File: config.mk
export PLATFORM = sky130hd
export DESIGN_NAME = riscv_uar
export DESIGN_NICKNAME = d
export VERILOG_FILES = /design/src/rtl/riscv_uar_pkg.sv /design/src/rtl/riscv_uar_fifo.sv /design/src/rtl/riscv_uar.sv
export SDC_FILE = /design/constraint.sdc
export NUM_CORES = 1
export LEC_CHECK = 0
export ABC_AREA = 1
export BUFFER_PORTS_ARGS = -buffer_cell sky130_fd_sc_hd__buf_4
export CORE_MARGIN = 2
export CORE_UTILIZATION = 52
export CTS_CLUSTER_DIAMETER = 50
export DETAILED_ROUTE_END_ITERATION = 16
export HOLD_SLACK_MARGIN = 0.05
export PLACE_DENSITY = 0.75
export RECOVER_POWER = 100
export SYNTH_ARGS = -nofsm -noshare
export SYNTH_HDL_FRONTEND = slang
export SYNTH_SLANG_ARGS = --single-unit
File: constraint.sdc
create_clock -name clk -period 1.3 [get_ports clk]
set_input_delay 0 -clock clk [delete_from_list [all_inputs] [get_ports clk]]
set_output_delay 0 -clock clk [all_outputs]
set_load 0.1 [all_outputs]
File: src/rtl/riscv_uar_pkg.sv
// rtl/riscv_uar_pkg.sv - shared types and constants for the riscv_uar receiver
//
// Purpose : receiver FSM state encoding and FIFO depth, imported by the
//           top level and by the optional FIFO sub-module.
// Ports   : none (package).
package riscv_uar_pkg;

  typedef enum logic [1:0] {
    IDLE  = 2'd0,
    START = 2'd1,
    DATA  = 2'd2,
    STOP  = 2'd3
  } uarState_t;

  localparam int FIFO_DEPTH = 4;

endpackage

File: src/rtl/riscv_uar_fifo.sv
// rtl/riscv_uar_fifo.sv - receive-byte FIFO used when RISCV_UAR_FIFO_EN is defined
//
// Purpose : FIFO_DEPTH-entry byte queue between the receiver and the consumer.
//           A push on a full queue is dropped and reported on overrun, unless
//           a pop happens in the same cycle, in which case both proceed.
// Ports   : clk, rst      - clock, synchronous active-high reset
//           push, pushData - completed byte from the receiver
//           pop            - consumer accepts the head entry
//           popData        - oldest entry (head)
//           notEmpty       - at least one byte held
//           overrun        - one-cycle pulse, a pushed byte was dropped
module riscv_uar_fifo
  import riscv_uar_pkg::*;
(
  input  logic       clk,
  input  logic       rst,
  input  logic       push,
  input  logic [7:0] pushData,
  input  logic       pop,
  output logic [7:0] popData,
  output logic       notEmpty,
  output logic       overrun
);

  localparam int PW = $clog2(FIFO_DEPTH);

  logic [7:0]  mem [FIFO_DEPTH];
  logic [PW-1:0] wrPtr;
  logic [PW-1:0] rdPtr;
  logic [PW:0]   count;
  logic          full;
  logic          doPop;
  logic          doPush;

  assign full     = (count == (PW+1)'(FIFO_DEPTH));
  assign notEmpty = (count != '0);
  assign doPop    = pop && notEmpty;
  // A pop frees the slot in the same cycle, so a push on full still lands.
  assign doPush   = push && (!full || doPop);
  assign popData  = mem[rdPtr];

  always_ff @(posedge clk) begin
    if (rst) begin
      wrPtr   <= '0;
      rdPtr   <= '0;
      count   <= '0;
      overrun <= 1'b0;
      for (int i = 0; i < FIFO_DEPTH; i++) begin
        mem[i] <= '0;
      end
    end else begin
      overrun <= push && !doPush;
      if (doPush) begin
        mem[wrPtr] <= pushData;
        wrPtr      <= wrPtr + PW'(1);
      end
      if (doPop) begin
        rdPtr <= rdPtr + PW'(1);
      end
      case ({doPush, doPop})
        2'b10:   count <= count + (PW+1)'(1);
        2'b01:   count <= count - (PW+1)'(1);
        default: count <= count;
      endcase
    end
  end

endmodule

File: src/rtl/riscv_uar.sv
// rtl/riscv_uar.sv - 8N1 serial receiver with ready/valid byte output
//
// Purpose : oversampling UART receiver. rx is synchronised, the start edge is
//           qualified at mid start bit, data bits are sampled at mid bit (LSB
//           first) and the byte is committed at mid stop bit.
// Config  : RISCV_UAR_FIFO_EN defined   -> 4-entry FIFO (riscv_uar_fifo)
//           RISCV_UAR_FIFO_EN undefined -> single holding register
// Ports   : clk        - sole clock
//           rst        - synchronous active-high reset
//           rx         - asynchronous serial line, idle high
//           dOut       - received byte (oldest unconsumed)
//           dOutValid  - dOut holds an unconsumed byte
//           dOutReady  - consumer accepts dOut when dOutValid && dOutReady
//           frameErr   - one-cycle pulse, stop bit sampled low
//           overrun    - one-cycle pulse, completed byte dropped (storage full)
module riscv_uar
  import riscv_uar_pkg::*;
#(
  parameter int CLK_RATE = 500_000_000,
  parameter int BAUD     = 50_000_000
) (
  input  logic       clk,
  input  logic       rst,
  input  logic       rx,
  output logic [7:0] dOut,
  output logic       dOutValid,
  input  logic       dOutReady,
  output logic       frameErr,
  output logic       overrun
);

  localparam int DIV = CLK_RATE / BAUD;
  localparam int TW  = $clog2(DIV);
  localparam logic [TW-1:0] HALF_LOAD = TW'(DIV / 2 - 1);
  localparam logic [TW-1:0] FULL_LOAD = TW'(DIV - 1);

  if (DIV < 4) begin : gBadDiv
    $error("riscv_uar: CLK_RATE/BAUD must be at least 4");
  end

  // Synchroniser; both flops reset high so reset looks like an idle line.
  logic rxMeta;
  logic rxS;

  always_ff @(posedge clk) begin
    if (rst) begin
      rxMeta <= 1'b1;
      rxS    <= 1'b1;
    end else begin
      rxMeta <= rx;
      rxS    <= rxMeta;
    end
  end

  // The reset value of the synchroniser is not a real observation of the
  // line, so a start edge is only honoured once rxS has been high after the
  // synchroniser has refilled from rx. This keeps a line held low through
  // reset from being decoded as a frame.
  logic [1:0] flushCnt;
  logic       armed;

  always_ff @(posedge clk) begin
    if (rst) begin
      flushCnt <= '0;
      armed    <= 1'b0;
    end else begin
      if (flushCnt != 2'd2) begin
        flushCnt <= flushCnt + 2'd1;
      end else if (rxS) begin
        armed <= 1'b1;
      end
    end
  end

  // Receiver FSM
  uarState_t     state,    stateNext;
  logic [TW-1:0] timer,    timerNext;
  logic [2:0]    bitIdx,   idxNext;
  logic [7:0]    rxData,   dataNext;
  logic          stopWait, waitNext;
  logic          commit;
  logic          ferrHit;
  logic          timerDone;

  assign timerDone = (timer == '0);

  always_ff @(posedge clk) begin
    if (rst) begin
      state    <= IDLE;
      timer    <= '0;
      bitIdx   <= '0;
      rxData   <= '0;
      stopWait <= 1'b0;
      frameErr <= 1'b0;
    end else begin
      state    <= stateNext;
      timer    <= timerNext;
      bitIdx   <= idxNext;
      rxData   <= dataNext;
      stopWait <= waitNext;
      frameErr <= ferrHit;
    end
  end

  always_comb begin
    stateNext = state;
    timerNext = timer;
    idxNext   = bitIdx;
    dataNext  = rxData;
    waitNext  = stopWait;
    commit    = 1'b0;
    ferrHit   = 1'b0;
    case (state)
      IDLE: begin
        if (armed && !rxS) begin
          timerNext = HALF_LOAD;
          stateNext = START;
        end
      end
      START: begin
        if (timerDone) begin
          if (!rxS) begin
            timerNext = FULL_LOAD;
            idxNext   = '0;
            stateNext = DATA;
          end else begin
            // Line went back high before mid start bit: a glitch.
            stateNext = IDLE;
          end
        end else begin
          timerNext = timer - TW'(1);
        end
      end
      DATA: begin
        if (timerDone) begin
          dataNext[bitIdx] = rxS;
          timerNext        = FULL_LOAD;
          idxNext          = bitIdx + 3'd1;
          if (bitIdx == 3'd7) begin
            stateNext = STOP;
          end
        end else begin
          timerNext = timer - TW'(1);
        end
      end
      STOP: begin
        if (stopWait) begin
          // After a framing error, hold off until the line is idle again.
          if (rxS) begin
            waitNext  = 1'b0;
            stateNext = IDLE;
          end
        end else if (timerDone) begin
          if (rxS) begin
            commit    = 1'b1;
            stateNext = IDLE;
          end else begin
            ferrHit  = 1'b1;
            waitNext = 1'b1;
          end
        end else begin
          timerNext = timer - TW'(1);
        end
      end
      default: stateNext = IDLE;
    endcase
  end

  // Byte storage
`ifdef RISCV_UAR_FIFO_EN
  riscv_uar_fifo uFifo (
    .clk      (clk),
    .rst      (rst),
    .push     (commit),
    .pushData (rxData),
    .pop      (dOutReady),
    .popData  (dOut),
    .notEmpty (dOutValid),
    .overrun  (overrun)
  );
`else
  always_ff @(posedge clk) begin
    if (rst) begin
      dOut      <= '0;
      dOutValid <= 1'b0;
      overrun   <= 1'b0;
    end else begin
      overrun <= 1'b0;
      if (commit) begin
        // An accept in the commit cycle empties the register for the new byte.
        if (!dOutValid || dOutReady) begin
          dOut      <= rxData;
          dOutValid <= 1'b1;
        end else begin
          overrun <= 1'b1;
        end
      end else if (dOutReady) begin
        dOutValid <= 1'b0;
      end
    end
  end
`endif

endmodule

==> impl_metrics.env, run 1 <==
export IMPL_status="finished, violations left"
export IMPL_violations="setup timing"
export IMPL_grt_busiest_layer="met2"
export IMPL_worstSetupPathType="register to register"
export IMPL_yosys_top_cells_count="dfxtp_1 (34), inv_1 (34), a21oi_1 (29)"
export IMPL_start_util=0.543
export IMPL_finalSetupViolCount=25
export IMPL_die_area_sq_um=3620
export IMPL_use_met1=0.296
export IMPL_cap_violations=0
export IMPL_port_buffers=14
export IMPL_hold_class="input port to register"
export IMPL_final_cells=313
export IMPL_synth_area_leaders="dfxtp_1 (41%), a21oi_1 (8.8%), inv_1 (7.8%), ha_1 (7.6%), nand3_1 (6.4%)"
export IMPL_setup_ws_ns=-0.113
export IMPL_clock_skew_final_ns=0.00621
export IMPL_crit_path_max_fanout=8
export IMPL_final_antenna_net_count=0
export IMPL_grt_setup_unrepaired="yes"
export IMPL_finalCritPeriodShare=1.09
export IMPL_drc=0
export IMPL_die_width_um=60.2
export IMPL_netlist_area_sq_um=1640
export IMPL_worstMarginPinSlew_ns=0.546
export IMPL_cp_common_cell="nand2_1"
export IMPL_vias=1630
export IMPL_synth_cell_types=25
export IMPL_wire_per_inst_um=13.4
export IMPL_slew_viol_final=0
export IMPL_synth_sequential_area_ratio=0.414
export IMPL_yosys_area_top_type_share=0.414
export IMPL_synth_seq_cells=34
export IMPL_clk_path_buf_depth=2
export IMPL_grt_usage=0.252
export IMPL_crit_family="simple AND/OR/NAND/NOR gates"
export IMPL_drive_above_1_share=0.442
export IMPL_tritoncts="yes"
export IMPL_cpMaxStageDelayCell="dfxtp_2"
export IMPL_gp_congestion=0.805
export IMPL_post_dp_cell_area_sq_um=2010
export IMPL_crit_required_ns=1.54
export IMPL_cp_start_kind="register"
export IMPL_drtPass1Iterations=4
export IMPL_synthFlopType="dfxtp_1"
export IMPL_grt_remaining_overflow=0
export IMPL_synth_largest_area_cell="dfxtp_1"
export IMPL_clkTransAtPathRegs_ns=0.10
export IMPL_period_needed_ns=1.41
export IMPL_io_pins=15
export IMPL_syn_to_final_growth_pct=44.8
export IMPL_critPathMaxStageDelay_ns=0.35
export IMPL_core_area_sq_um=3030
export IMPL_clock_sinks=34
export IMPL_die_h_um=60.2
export IMPL_crit_path_end_kind="register"
export IMPL_antenna_cells=0
export IMPL_vias_per_cell=5.21
export IMPL_power_density_nw_per_um2=1570
export IMPL_finalInstanceArea_sq_um=2380
export IMPL_numCtsBuffers=5
export IMPL_cts_max_level=2
export IMPL_leakagePower_nw=0.954
export IMPL_wl_um=4190
export IMPL_dp_cells=297
export IMPL_fin_tns_setup_ns=-1.47
export IMPL_grt_pass1_vias=1496
export IMPL_syn_nets=231
export IMPL_clock_fmax_mhz=708
export IMPL_root_buffer="clkbuf_4"
export IMPL_grt_first_pass_wirelength_um=6710
export IMPL_num_rows=20
export IMPL_yosysWarnings=0
export IMPL_grt_start_max_net_pins=20
export IMPL_drt_iter0_drc=87
export IMPL_grt_use_met2=0.425
export IMPL_reg2reg_slack_ns=-0.11
export IMPL_peakVddDrop_v=0.00114
export IMPL_path_buf_inv=1
export IMPL_avgSynthCellArea_sq_um=7.57
export IMPL_synth_edff_count=0
export IMPL_antenna_found_initial=0
export IMPL_worst_hold_slack_ns=0.0628
export IMPL_async_flop_share=0
export IMPL_nNetsFinal=283
export IMPL_hold_viol=0
export IMPL_path_cells="inv_2 > ha_4 > nand2_4 > nand2_1 > nand2_1 > nand3_2 > nor2_1 > a21oi_1"
export IMPL_dp_hpwl_um=2530
export IMPL_slew_headroom=0.638
export IMPL_total_power_mw=3.74
export IMPL_grtUsageMet3=0.0758
export IMPL_insertion_delay_ns=0.34
export IMPL_arrival_ns=1.65
export IMPL_syn_inst=217
[sequential cells by signal (all words and copies together), names as in the netlist, named ones only]
name / cells
dOut: 8
flushCnt: 2
rxData: 8
overrun: 1
rxS: 1
timer: 4
state: 1
armed: 1
bitIdx: 3
dOutValid: 1
stopWait: 1
frameErr: 1
rxMeta: 1
[worst paths after layout]
check                  from       end  depth (start not counted)
hold reg to reg      rxMeta       rxS                          1
hold / removal    dOutReady   overrun                          4
setup / recovery   timer[0]  timer[2]                          8
setup reg to reg   timer[0]  timer[2]                          8
[per-layer routing]
layer  share of wire  routed length (um)  up-vias
met5               0                   0        -
met4           0.027                 114        0
met3           0.056                 233       14
met2            0.50                2090       53
met1            0.42                1750      749
li1                -                   -      814
[power breakdown]
part	internal (mW)	total [mW]	switching [mW]
Sequential	1.16	1.27	0.109
Clock	0.447	0.801	0.353
Combinational	0.715	1.67	0.951
Total	2.32	3.74	1.41
[stage by stage]
step	util	worst slack, ns
finish	0.786	-0.113
detailed placement	0.663	-0.194
CTS	0.762	-0.0635
global placement	0.663	-0.116
global route	0.786	-0.186
floorplan	-	-0.0102
[tightest hold or removal path, stage by stage]
cell and delay [ns]:
buf_4 0.08, nor2_1 0.03, inv_1 0.18, nor2_1 0.07
[cell usage in the layout, fill, tap and decap left out, types with 2 or more instances in the layout]
master and n:
buf_4 33, o21ai_2 5, o21ai_1 8, dfxtp_4 3, nand2_4 4, buf_6 4, nor2_1 13, ha_1 3
inv_4 3, a211oi_2 2, nand3_1 18, a21oi_2 6, nand3_2 3, ha_4 6, clkbuf_4 6, or2_2 3
dfxtp_1 25, clkbuf_2 11, nor2_4 6, nand2_1 23, inv_1 26, dfxtp_2 6, a21oi_1 22, inv_2 6
nand3_4 3, o21ai_0 8
[timing repair]
item                                   CTS  global route
resized for setup                       52            24
hold buffers                             1             0
buffers inserted                         5             2
pin swaps                               18             7
gates cloned                             1             0
setup endpoints to repair               25            28
endpoints found under the hold margin    1             0
[area by class of cell]
cell class	count	area (sq um)
well taps	44	55.1
multi-input cells	142	1030
inverters	36	148
clock buffers	6	51.3
fillers	206	649
clock inverters	1	30.0
flip-flops and latches	34	699
repair buffers	50	365
[logic make-up (layout without fill, tap and decap cells)]
family | count (synthesis) | in the layout | synth area share
AOI/OAI and AO/OA | 53 | 53 | 0.168
xor gates and xnor gates | 1 | 1 | 0.00533
adders and majority gates | 10 | 10 | 0.0762
buffers and inverters | 42 | 93 | 0.106
DFF | 34 | 34 | 0.414
and+or+nand+nor | 77 | 78 | 0.230
Power figures use the tool's default switching activity.
==> run 2, diff against run 1 <==
- CORE_UTILIZATION: 52 -> 55
- CTS_BUF_LIST: default -> sky130_fd_sc_hd__clkbuf_2 sky130_fd_sc_hd__clkbuf_4 sky130_fd_sc_hd__clkbuf_8
- PLACE_DENSITY: 0.75 -> 0.79
==> impl_metrics.env, run 2 (synthesis results as in run 1) <==
export IMPL_status="finished, violations left"
export IMPL_violations="DRC, setup timing"
export IMPL_clkTransAtPathRegs_ns=0.11
export IMPL_finalCritPeriodShare=1.09
export IMPL_drt_iter0_drc=144
export IMPL_setup_ws_ns=-0.123
export IMPL_root_buffer="clkbuf_4"
export IMPL_final_util=0.867
export IMPL_clk_path_buf_depth=2
export IMPL_fin_tns_setup_ns=-1.58
export IMPL_worstSetupPathType="register to register"
export IMPL_antenna_found_initial=0
export IMPL_die_area_sq_um=3440
export IMPL_numCtsBuffers=5
export IMPL_worstMarginPinSlew_ns=0.588
export IMPL_dp_cells=282
export IMPL_io_pins=15
export IMPL_final_cells=299
export IMPL_vias_per_cell=5.65
export IMPL_grt_pass1_vias=1583
export IMPL_grt_remaining_overflow=0
export IMPL_period_needed_ns=1.42
export IMPL_path_cells="inv_2 > ha_4 > nand3_4 > nor2_4 > nand3_4 > buf_6 > a21oi_2"
export IMPL_cts_max_level=2
export IMPL_grt_first_pass_wirelength_um=7040
export IMPL_reg2reg_from="timer[0]"
export IMPL_crit_family="simple AND/OR/NAND/NOR gates"
export IMPL_final_antenna_net_count=0
export IMPL_final_cell_mix="buf_4 (37), inv_1 (24), dfxtp_1 (24)"
export IMPL_final_common_cell="buf_4"
export IMPL_cpMaxStageDelayCell="dfxtp_2"
export IMPL_power_density_nw_per_um2=1540
export IMPL_dp_hpwl_um=2430
export IMPL_path_buf_inv=2
export IMPL_finalSetupViolCount=23
export IMPL_tritoncts="yes"
export IMPL_grt_setup_unrepaired="yes"
export IMPL_vias=1688
export IMPL_num_rows=19
export IMPL_dp_slack_ns=-0.175
export IMPL_nNetsFinal=281
export IMPL_cp_common_cell="nand3_4"
export IMPL_insertion_delay_ns=0.35
export IMPL_cp_start_kind="register"
export IMPL_core_area_sq_um=2810
export IMPL_port_buffers=14
export IMPL_hold_viol=0
export IMPL_die_h_um=58.7
export IMPL_drive_above_1_share=0.496
export IMPL_crit_required_ns=1.59
export IMPL_clock_fmax_mhz=703
export IMPL_crit_path_max_fanout=7
export IMPL_drtPass1Iterations=11
export IMPL_grt_usage=0.275
export IMPL_die_width_um=58.7
export IMPL_startpoint="timer[0]"
export IMPL_antenna_cells=0
export IMPL_drc=1
export IMPL_clock_skew_final_ns=0.00565
export IMPL_start_util=0.586
export IMPL_reg_largest_list="dOut x8, rxData x8, timer x4"
export IMPL_clock_sinks=34
export IMPL_leakagePower_nw=0.961
export IMPL_critPathMaxStageDelay_ns=0.34
export IMPL_worst_hold_startpoint="rx"
export IMPL_slew_headroom=0.608
export IMPL_grt_start_max_net_pins=21
export IMPL_slew_viol_final=0
export IMPL_wire_per_inst_um=15.9
export IMPL_cap_violations=0
export IMPL_syn_to_final_growth_pct=48.1
export IMPL_wl_um=4740
export IMPL_peakVddDrop_v=0.00133
export IMPL_gp_congestion=0.821
export IMPL_hold_class="input port to register"
export IMPL_crit_path_end_kind="register"
export IMPL_total_power_mw=3.74
export IMPL_arrival_ns=1.71
[run 2: repair_timing]
item,CTS,global route
hold endpoints to repair,19,0
pin swaps,21,12
resized for setup,61,36
cloned,1,0
setup endpoints to repair,25,27
setup buffers,4,1
hold buffers,3,0
[run 2: layer usage]
layer | vias up | routed length [um] | track usage
met2 | 82 | 2420 | 0.480
met3 | 22 | 326 | 0.0549
li1 | 810 | - | -
met1 | 774 | 1850 | 0.316
met4 | 0 | 153 | 0.143
met5 | - | 0 | 0
[run 2: where the power goes]
part / internal (mW) / switching (mW)
clock network: 0.449 / 0.367
registers: 1.16 / 0.110
logic: 0.696 / 0.961
[run 2: area by class of cell]
| class | count | area [sq um] |
|---|---|---|
| multi-input cells | 142 | 1060 |
| flip-flops and latches | 34 | 708 |
| repair buffers | 48 | 398 |
| fillers | 144 | 373 |
| inverters | 36 | 145 |
| clock buffers | 7 | 52.6 |
| well taps | 31 | 38.8 |
| clock inverters | 1 | 30.0 |
[run 2: path summary, 6_finish.rpt]
path | endpoint | slack [ns] | cells past startpoint
max reg2reg | dOut[6] | -0.12 | 7
min reg2reg | rxS | 0.42 | 1
max | dOut[6] | -0.12 | 7
min | rxMeta | 0.38 | 3
[run 2: worst reg2reg max path, cell delays in order (launching register included)]
cell and delay (ns):
dfxtp_2 0.34, inv_2 0.08, ha_4 0.19, nand3_4 0.10, nor2_4 0.17, nand3_4 0.16, buf_6 0.17, a21oi_2 0.16
[run 2: stage by stage]
step                      instance area [sq um]  hold slack, ns
after floorplan                            1680           0.104
after global placement                     1980           0.185
after detailed placement                   1980           0.188
after CTS                                  2320           0.372
after global routing                       2430           0.388
final                                      2430           0.376
==> run 3, diff against run 2 <==
- CORE_UTILIZATION: 55 -> 50
- PLACE_DENSITY: 0.79 -> 0.73
==> impl_metrics.env, run 3 (synthesis results as in run 1) <==
export IMPL_status="finished, violations left"
export IMPL_violations="hold timing, setup timing"
export IMPL_numCtsBuffers=5
export IMPL_die_area_sq_um=3760
export IMPL_clock_sinks=34
export IMPL_rr_worst_depth=8
export IMPL_fin_tns_setup_ns=-1.06
export IMPL_power_switching_mw=1.50
export IMPL_syn_to_final_growth_pct=49.0
export IMPL_vias=1600
export IMPL_dp_cells=297
export IMPL_final_cell_mix="buf_4 (27), inv_1 (26), dfxtp_1 (24)"
export IMPL_die_width_um=61.3
export IMPL_leakagePower_nw=0.950
export IMPL_sw_frac_of_total=0.406
export IMPL_p_clk_frac=0.170
export IMPL_drtPass1Iterations=4
export IMPL_p_int_mw=2.19
export IMPL_crit_path_end_kind="register"
export IMPL_seqPwrFrac=0.341
export IMPL_multi_input_comb_area_sq_um=1100
export IMPL_clock_fmax_mhz=715
export IMPL_antenna_cells=0
export IMPL_gp_congestion=0.800
export IMPL_setup_ws_ns=-0.0990
export IMPL_core_area_sq_um=3080
export IMPL_grt_pass1_vias=1610
export IMPL_io_pins=15
export IMPL_reg2reg_slack_ns=-0.1
export IMPL_finalInstanceArea_sq_um=2450
export IMPL_peakVddDrop_v=0.000908
export IMPL_clock_skew_final_ns=0.00662
export IMPL_regArea_sq_um=701
export IMPL_grt_start_max_net_pins=21
export IMPL_cp_start_kind="register"
export IMPL_hold_class="input port to register"
export IMPL_hold_viol=7
export IMPL_clkTransAtPathRegs_ns=0.11
export IMPL_crit_required_ns=1.54
export IMPL_reg2reg_to="timer[0]"
export IMPL_post_dp_cell_area_sq_um=2010
export IMPL_insertion_delay_ns=0.34
export IMPL_worstMarginPinSlew_ns=0.547
export IMPL_grt_first_pass_wirelength_um=6690
export IMPL_reg_largest_list="dOut x8, rxData x8, timer x4"
export IMPL_tritoncts="yes"
export IMPL_grt_setup_unrepaired="yes"
export IMPL_cap_violations=0
export IMPL_start_util=0.534
export IMPL_final_cells=313
export IMPL_final_util=0.796
export IMPL_nNetsFinal=282
export IMPL_combPwrFrac=0.488
export IMPL_die_h_um=61.3
export IMPL_period_needed_ns=1.40
export IMPL_wl_um=4160
export IMPL_nFillCells=198
export IMPL_crit_path_max_fanout=4
export IMPL_drc=0
export IMPL_cts_max_level=2
export IMPL_final_antenna_net_count=0
export IMPL_worst_hold_slack_ns=-0.0325
export IMPL_arrival_ns=1.64
export IMPL_power_density_nw_per_um2=1510
export IMPL_final_common_cell="buf_4"
export IMPL_finalCritPeriodShare=1.08
export IMPL_dp_hpwl_um=2520
export IMPL_drt_iter0_drc=76
export IMPL_clk_path_buf_depth=2
export IMPL_grt_remaining_overflow=0
export IMPL_crit_end="timer[0]"
export IMPL_drive_above_1_share=0.506
export IMPL_finalSetupViolCount=21
export IMPL_holdBufCountCts=3
export IMPL_port_buffers=14
export IMPL_worstSetupPathType="register to register"
export IMPL_slew_headroom=0.637
export IMPL_root_buffer="clkbuf_4"
export IMPL_antenna_found_initial=0
export IMPL_num_rows=20
export IMPL_slew_viol_final=0
export IMPL_wire_per_inst_um=13.3
export IMPL_vias_per_cell=5.11
export IMPL_grt_usage=0.244
[run 3: layout make-up]
type / instances / area share
flip-flops and latches: 34 / 0.286
multi-input cells: 142 / 0.450
clock inverters: 2 / 0.00511
inverters: 36 / 0.0613
well taps: 44 / 0.0225
clock buffers: 6 / 0.0210
repair buffers: 49 / 0.154
[run 3: metrics by stage]
stage / total power [mW] / setup WS [ns]
finish: 3.69 / -0.0990
global route: 3.92 / -0.186
CTS: 3.45 / -0.0563
detailed placement: 2.44 / -0.187
global placement: 2.41 / -0.132
floorplan: 2.04 / -0.0102
[run 3: critical path, stage by stage (launching register included)]
cell	delay, ns
dfxtp_4	0.40
buf_6	0.11
inv_6	0.04
ha_4	0.23
or2_4	0.24
nand2_2	0.07
a21oi_2	0.06
nand2_1	0.09
a21oi_2	0.06
[run 3: worst min-delay path by stage]
stage	start	to	slack, ns	depth (start not counted)
6_report	rst	timer[3]	-0.03	2
5_1_grt	rst	timer[3]	-0.03	2
4_1_cts	rst	timer[1]	-0.05	2
3_5_place_dp	rx	rxMeta	0.20	2
3_3_place_gp	rx	rxMeta	0.18	2
2_1_floorplan	rx	rxMeta	0.10	1
[run 3: repair_timing]
item	4_1_cts	5_1_grt
endpoints found under the hold margin	19	16
cloned	1	0
resized for setup	74	30
pin swaps	24	23
setup buffers	2	2
setup endpoints to repair	25	27
[run 3: per-layer routing]
layer / global-route usage / wire, um / share of wire
met1: 0.283 / 1840 / 0.44
met2: 0.438 / 2080 / 0.50
met3: 0.0630 / 166 / 0.040
met4: 0.0745 / 72 / 0.017
met5: 0 / 0 / 0
[run 3: power groups by stage]
stage	registers, mW	clock network [mW]	logic [mW]
4_1_cts	1.25	0.642	1.56
3_5_place_dp	1.25	0	1.19
6_report	1.26	0.629	1.80
5_1_grt	1.27	0.688	1.96
3_3_place_gp	1.24	0	1.17
2_1_floorplan	1.29	0	0.756
